### src/rtl/player_pkg.sv
// rtl/player_pkg.sv - shared screen geometry, clamp bounds, FSM state codes and clamp helper
package player_pkg;

    localparam int SCREEN_W = 640;
    localparam int SCREEN_H = 480;

    // Sprite half-extents around the centre point (left/right, top/bottom).
    localparam int SPR_HX_L = 15;
    localparam int SPR_HX_R = 16;
    localparam int SPR_HY_T = 19;
    localparam int SPR_HY_B = 18;

    // The larger half-extent on each axis bounds the centre so no part of
    // the sprite ever leaves the visible area.
    localparam int X_MIN = SPR_HX_R;
    localparam int X_MAX = SCREEN_W - SPR_HX_R;
    localparam int Y_MIN = SPR_HY_T;
    localparam int Y_MAX = SCREEN_H - SPR_HY_T;

    localparam int RESPAWN_Y    = 461;
    localparam int RESPAWN_STEP = 2;

    // FSM state codes
    localparam logic [1:0] ALIVE   = 2'd0;
    localparam logic [1:0] DEAD    = 2'd1;
    localparam logic [1:0] RESPAWN = 2'd2;

    // Bit positions within the synchronized button bus
    localparam int B_UP    = 0;
    localparam int B_DOWN  = 1;
    localparam int B_LEFT  = 2;
    localparam int B_RIGHT = 3;
    localparam int B_FOCUS = 4;

    // Saturate a signed 11-bit candidate coordinate into [lo, hi].
    function automatic logic [9:0] clamp(input logic signed [10:0] v, input int lo, input int hi);
        logic signed [10:0] lo_s;
        logic signed [10:0] hi_s;
        lo_s = 11'(lo);
        hi_s = 11'(hi);
        if (v < lo_s)
            return lo_s[9:0];
        else if (v > hi_s)
            return hi_s[9:0];
        else
            return v[9:0];
    endfunction

endpackage

### src/rtl/player_motion_btn_sync.sv
// rtl/player_motion_btn_sync.sv - parameterized-width 2-flop synchronizer
// Ports: clk, rst (sync active-high), d (async in, W bits), q (synchronized out, W bits)
module btn_sync #(
    parameter int W = 4
) (
    input  logic         clk,
    input  logic         rst,
    input  logic [W-1:0] d,
    output logic [W-1:0] q
);

    logic [W-1:0] meta;

    always_ff @(posedge clk) begin
        if (rst) begin
            meta <= '0;
            q    <= '0;
        end else begin
            meta <= d;
            q    <= meta;
        end
    end

endmodule

### src/rtl/player_motion.sv
// rtl/player_motion.sv - frame-rate player position controller with hit/dead/respawn/invuln sequence
// Ports: clk, rst (sync active-high), vsync (active-low), btn_up/down/left/right/focus (async),
//        hit (1-cycle pulse); pos_x, pos_y (10-bit centre), visible, invuln (all registered).
// Optional: define PLAYER_FOCUS_EN to enable the btn_focus slow-move step (FOCUS_SPEED).
module player_motion
    import player_pkg::*;
#(
    parameter int SPEED         = 4,
    parameter int FOCUS_SPEED   = 2,
    parameter int START_X       = 320,
    parameter int START_Y       = 400,
    parameter int DEAD_FRAMES   = 60,
    parameter int INVULN_FRAMES = 120,
    parameter int BLINK_SHIFT   = 2
) (
    input  logic       clk,
    input  logic       rst,
    input  logic       vsync,
    input  logic       btn_up,
    input  logic       btn_down,
    input  logic       btn_left,
    input  logic       btn_right,
    input  logic       btn_focus,
    input  logic       hit,
    output logic [9:0] pos_x,
    output logic [9:0] pos_y,
    output logic       visible,
    output logic       invuln
);

    localparam logic [15:0] INV_LOAD  = 16'(INVULN_FRAMES);
    localparam logic [15:0] DEAD_LAST = 16'(DEAD_FRAMES - 1);

`ifdef PLAYER_FOCUS_EN
    localparam int BW = 5;
    logic [BW-1:0] btn_raw;
    assign btn_raw = {btn_focus, btn_right, btn_left, btn_down, btn_up};
`else
    localparam int BW = 4;
    logic [BW-1:0] btn_raw;
    logic          unused_focus;
    assign btn_raw      = {btn_right, btn_left, btn_down, btn_up};
    assign unused_focus = btn_focus;
`endif

    logic [BW-1:0] btn_s;

    btn_sync #(.W(BW)) u_btn_sync (
        .clk (clk),
        .rst (rst),
        .d   (btn_raw),
        .q   (btn_s)
    );

    logic focus_held;
`ifdef PLAYER_FOCUS_EN
    assign focus_held = btn_s[B_FOCUS];
`else
    assign focus_held = 1'b0;
`endif

    logic signed [10:0] step;
    assign step = focus_held ? 11'(FOCUS_SPEED) : 11'(SPEED);

    logic vsync_q;
    logic tick;
    logic [1:0] state;
    logic hit_pend;
    logic [15:0] frame_cnt;
    logic [15:0] inv_cnt;
    logic [15:0] inv_next;
    logic signed [10:0] dx, dy, nx, ny, ry;

    // Opposing buttons cancel; diagonals take the full step on both axes.
    always_comb begin
        dx = '0;
        dy = '0;
        if (btn_s[B_RIGHT] && !btn_s[B_LEFT])
            dx = step;
        else if (btn_s[B_LEFT] && !btn_s[B_RIGHT])
            dx = -step;
        if (btn_s[B_DOWN] && !btn_s[B_UP])
            dy = step;
        else if (btn_s[B_UP] && !btn_s[B_DOWN])
            dy = -step;
    end

    assign nx       = $signed({1'b0, pos_x}) + dx;
    assign ny       = $signed({1'b0, pos_y}) + dy;
    assign ry       = $signed({1'b0, pos_y}) - 11'(RESPAWN_STEP);
    assign inv_next = inv_cnt - 16'd1;

    always_ff @(posedge clk) begin
        if (rst) begin
            vsync_q   <= 1'b1;
            tick      <= 1'b0;
            state     <= ALIVE;
            pos_x     <= 10'(START_X);
            pos_y     <= 10'(START_Y);
            visible   <= 1'b1;
            invuln    <= 1'b0;
            hit_pend  <= 1'b0;
            frame_cnt <= '0;
            inv_cnt   <= '0;
        end else begin
            vsync_q <= vsync;
            // Registered falling-edge detect: work happens in the cycle after
            // vsync is first sampled low, so outputs move one clk later.
            tick    <= ~vsync & vsync_q;

            // A hit coinciding with the acting tick lands in hit_pend and
            // is honoured on the following tick.
            if (tick && state == ALIVE && hit_pend)
                hit_pend <= 1'b0;
            else if (hit && state == ALIVE && !invuln)
                hit_pend <= 1'b1;

            if (tick) begin
                case (state)
                    ALIVE: begin
                        if (hit_pend) begin
                            state     <= DEAD;
                            frame_cnt <= '0;
                            visible   <= 1'b0;
                        end else begin
                            pos_x <= clamp(nx, X_MIN, X_MAX);
                            pos_y <= clamp(ny, Y_MIN, Y_MAX);
                            if (inv_cnt != '0) begin
                                inv_cnt <= inv_next;
                                invuln  <= (inv_next != '0);
                                visible <= ~inv_next[BLINK_SHIFT];
                            end
                        end
                    end
                    DEAD: begin
                        if (frame_cnt == DEAD_LAST) begin
                            state     <= RESPAWN;
                            frame_cnt <= '0;
                            pos_x     <= 10'(START_X);
                            pos_y     <= 10'(RESPAWN_Y);
                            visible   <= 1'b1;
                            invuln    <= 1'b1;
                        end else begin
                            frame_cnt <= frame_cnt + 16'd1;
                        end
                    end
                    RESPAWN: begin
                        if (ry <= $signed(11'(START_Y))) begin
                            pos_y   <= 10'(START_Y);
                            state   <= ALIVE;
                            inv_cnt <= INV_LOAD;
                            invuln  <= (INV_LOAD != '0);
                            visible <= ~INV_LOAD[BLINK_SHIFT];
                        end else begin
                            pos_y <= clamp(ry, Y_MIN, Y_MAX);
                        end
                    end
                    default: state <= ALIVE;
                endcase
            end
        end
    end

endmodule

### config.mk
export PLATFORM = sky130hd
export DESIGN_NAME = player_motion
export DESIGN_NICKNAME = d
export VERILOG_FILES = /design/src/rtl/player_pkg.sv /design/src/rtl/player_motion_btn_sync.sv /design/src/rtl/player_motion.sv
export SDC_FILE = /design/constraint.sdc
export NUM_CORES = 1
export LEC_CHECK = 0
export CAP_MARGIN = 20
export CORE_ASPECT_RATIO = 0.6
export CORE_MARGIN = 3
export CORE_UTILIZATION = 54
export DETAILED_ROUTE_END_ITERATION = 6
export PLACE_DENSITY = 0.8
export RECOVER_POWER = 100
export SLEW_MARGIN = 40
export SYNTH_ARGS = -nofsm -noshare
export SYNTH_HDL_FRONTEND = slang
export SYNTH_SLANG_ARGS = --single-unit
### constraint.sdc
create_clock -name clk -period 3.4 [get_ports clk]
set_input_delay 0.68 -clock clk [delete_from_list [all_inputs] [get_ports clk]]
set_output_delay 0.68 -clock clk [all_outputs]
set_load 0.05 [all_outputs]
==> impl_summary.md, run 1 <==
Synth
Summing the areas of all compound-gate instances in the mapped netlist gives 24.9% of the synthesized area. After synthesis the netlist holds a flip-flop and latch count of 65. The XOR/XNOR share of the synthesized area is 7.62%. Synthesis handed over a netlist of 570 instances.

Multiplexer cells account for 0.893% of the synthesized area. For this run, the leading register cell type out of synthesis is dfxtp_1. The cell area that synthesis handed to floorplanning was 4490 µm². The area fraction in and, or, nand and nor cells after synthesis is 25.0%. The largest family of logic cells by synthesized area is simple AND/OR/NAND/NOR gates.

The synthesized area divided by synthesized cell count is 7.87 µm². The synthesized netlist devotes 6.86% of its cell area to adder and majority cells. Yosys mapped the design onto 83 distinct sky130hd cell types. For this run, asynchronously set or reset flops after synthesis account for 0%. The number of synthesis warnings is 0. The sequential area share after synthesis is 29.0%. Yosys mapped a number of flops with a built-in enable equal to 0.

Worst hold path
The class of the most critical hold timing path is reg2reg. In this run the most critical hold path is launched from vsync_q.

Floorplan
The cell row count is 25. The number of ports placed on the die boundary is 31. The die covers 9470 µm². The area of the core is 7980 µm². The floorplan die height is 76.6 µm. The starting utilization of the core area is 56.2%. The die is 124 µm wide.

Timing
The number of pins with negative max-slew slack in the final report was 31. The hold violation total from the final report was 0. Clock skew on the completed layout was measured at 0.00696 ns.

Setup repair after global routing left no endpoint under its margin. The hold slack is 0.417 ns. Counting I/O delays and the setup requirement, the final critical path takes 3.25 ns. The actual transition at the worst max-transition pin is 1.50 ns. The peak clock frequency supported by timing is 307 MHz. The sum of negative setup slack is 0 ns. The share of the clock period used by the worst path after layout is 95.7%. Setup violations remaining at the end of the flow were counted as 0. The worst pin sits at a relative slew slack of -0.315%. The setup slack after layout is 0.148 ns.

Clock network
The latest clock arrival within the worst-skew pair is 0.33 ns. The clock sink total is 65. Buffers inserted during clock tree synthesis total 9. The tree is rooted in a clkbuf_16.

The TritonCTS clock tree is yes. The H-tree generated during clock tree synthesis spans 3 levels. The count of hold buffers inserted by post-cts repair is 0.

After clock tree synthesis, the clock-pin slew on the worst setup and hold paths is 0.05 ns. The number of setup buffers added after CTS is 0. The clock passes through at most 2 buffers. The post-cts repair resize count is 0.

Drt
Using the TritonRoute via totals, the vias-per-cell ratio works out to 6.29. The post-detailed-route wirelength per cell is 16.8 µm. Summed over all layers, the routed wires come to 11800 µm. For this run, the detailed router's first-pass iteration total came to 7.

The number of remaining DRC errors is 0. The vias after detailed routing is 4410. The number of nets with antenna violations after routing is 0. The first routing iteration left 420 violations.

Global routing
Summed over all layers, the global routing overflow is 0. Entering global routing, the biggest net connects 32 pins. Global routing consumed, over all layers together, 26.1% of the routing resources.

The number of antenna violations at the first check in global routing is 0. The via count of the first global-routing pass is 4127. The first global-routing pass estimated 20000 µm of wire.

Power and ir drop
Net switching is 37.7% of the power. The part of the total power dissipated in the clock network is 31.1%. Power comes to 3.10 mW. Across the VDD grid, the largest voltage drop is 0.476 mV.

The analysis attributes to net switching a power of 1.17 mW. Per report_power, the combinational group accounts for 37.8% of the total. The power per cell area is 603 nW/µm².

The share of total power dissipated in sequential elements is 31.1%. The design internal power is 1.93 mW. The static leakage is 2.08 nW.

Status
The flow ran to the end, but the final reports show violations. The final reports fail on capacitance limit, slew limit.

Critical path
The critical path required time is 3.66 ns. The category of cells accounting for the largest share of critical-path delay is compound AO/OA/AOI/OAI gates. The critical path contains buffers and inverters numbering 2 combined. The start point of the critical path is u_btn_sync.q[1]. For this run, the slowest stage of the critical path takes 0.48 ns. STA classifies the critical path endpoint as a flip-flop. The cell with the largest stage delay on the worst path is a311o_1. The beginning of the worst register-to-register path is u_btn_sync.q[1]. Traced cell by cell, the critical path runs through inv_1, ha_1, inv_1, ha_2, ha_1, a21boi_1, o22ai_1, o211ai_1, a31oi_1, nand2b_1, a311o_1, or3_1, a31oi_1. The signal arrival time at the worst endpoint is 3.52 ns. The critical path is of the reg2reg type.

In this run the register-to-register setup slack is 0.15 ns. The critical path startpoint category is a flip-flop. In this run the worst path has a maximum fanout of 7.

Final layout
Leaving out fill and tap cells, the most frequent cells in the layout are 72 x nor2_1, 64 x dfxtp_1, 39 x a21oi_1, 35 x nand2_1, 26 x o21ai_0. The count of cells in the finished layout, fillers not included, comes to 701. The layout-stage area growth over the synthesis result is 14.4%. Leaving out fill and tap cells, the most frequent cell in the layout is nor2_1.

The repair_antennas step left the layout with diodes totalling 0. Cells fill 64.4% of the core in the end. After routing the design area is 5130 µm². In the final design database the tool counted 622 nets. The share of cells above drive strength 1 is 7.08%.

Placed design
The number of cells after detailed placement is 686. The HPWL after detailed placement is 8230 µm. The placement-stage cell area is 4830 µm². The count of input and output buffers is 27. The final weighted congestion of routability-driven global placement is 0.890. Timing analysis after detailed placement gives a worst setup slack of 0.126 ns.

Job
Across the run, the number of max-cap violations was 1.
power by group through the flow:
stage,combinational (mW),clock (mW),sequential (mW)
after global routing,1.30,1.01,0.977
after global placement,1.09,0,0.966
after CTS,1.16,0.979,0.962
final,1.17,0.962,0.963
after detailed placement,1.15,0,0.974
after floorplan,0.852,0,0.986
synth_stat cells (all sizes together) (5+ instances only):
master | count | area [µm²]
a211oi | 6 | 55.1
a21o | 10 | 75.1
a21oi | 39 | 203
a31oi | 16 | 100
and2 | 6 | 37.5
and3 | 7 | 43.8
buf | 16 | 95.1
clkbuf | 17 | 63.8
dfxtp | 65 | 1300
ha | 23 | 288
inv | 25 | 93.8
nand2 | 35 | 131
nand3 | 14 | 70.1
nand4 | 7 | 43.8
nor2 | 72 | 270
nor2b | 12 | 75.1
nor3 | 18 | 90.1
nor4 | 6 | 37.5
o211ai | 5 | 37.5
o21a | 8 | 60.1
o21ai | 30 | 154
o21bai | 5 | 37.5
or3 | 7 | 43.8
xnor2 | 17 | 149
xor2 | 22 | 193
flip-flops by register name, indices dropped and copies added, names as in the netlist:
signal	flops
vsync_q	1
pos_y	10
tick	1
u_btn_sync.meta	4
visible	1
pos_x	8
u_btn_sync.q	4
inv_cnt	16
frame_cnt	16
hit_pend	1
invuln	1
state	2
worst reg2reg max path: stages (launching register included):
cell      delay, ns
dfxtp_1        0.30
inv_1          0.05
ha_1           0.27
inv_1          0.11
ha_2           0.26
ha_1           0.22
a21boi_1       0.23
o22ai_1        0.12
o211ai_1       0.28
a31oi_1        0.14
nand2b_1       0.21
a311o_1        0.48
or3_1          0.38
a31oi_1        0.16
cells by family (layout without fill, tap and decap cells):
logic type      Yosys count  count (layout)
mux                       4               4
buf+inv                  58              80
compound gates          161             161
xor+xnor                 39              39
simple gates            218             218
other cells               1               2
flops                    65              65
fa+ha+maj                24              24
layer usage:
layer  GRT usage, %  up-vias  part of all wire, %
li1               -     2103                    -
met1           37.4     2085                   47
met2           38.0      197                   43
met3           7.72       25                  8.8
met4           7.18        0                  1.6
met5              0        -                    0
cell type report:
type,count,area (µm²)
fillers,670,2840
repair buffers,40,357
clock buffers,13,280
well taps,108,135
multi-input cells,448,2930
clock inverters,2,35.0
flip-flops and latches,65,1300
inverters,25,93.8
path summary, 6_finish.rpt:
kind	endpoint	cells after the start
setup reg to reg	pos_y[5]	13
hold reg to reg	tick	2
setup / recovery	pos_y[5]	13
hold / removal	tick	2
Power figures use the tool's default switching activity.
==> run 2: changes to the inputs <==
CTS_CLUSTER_DIAMETER = 60   (was default)
==> results of run 2 <==
Final layout, timing and power as in run 1 (identical DEF).
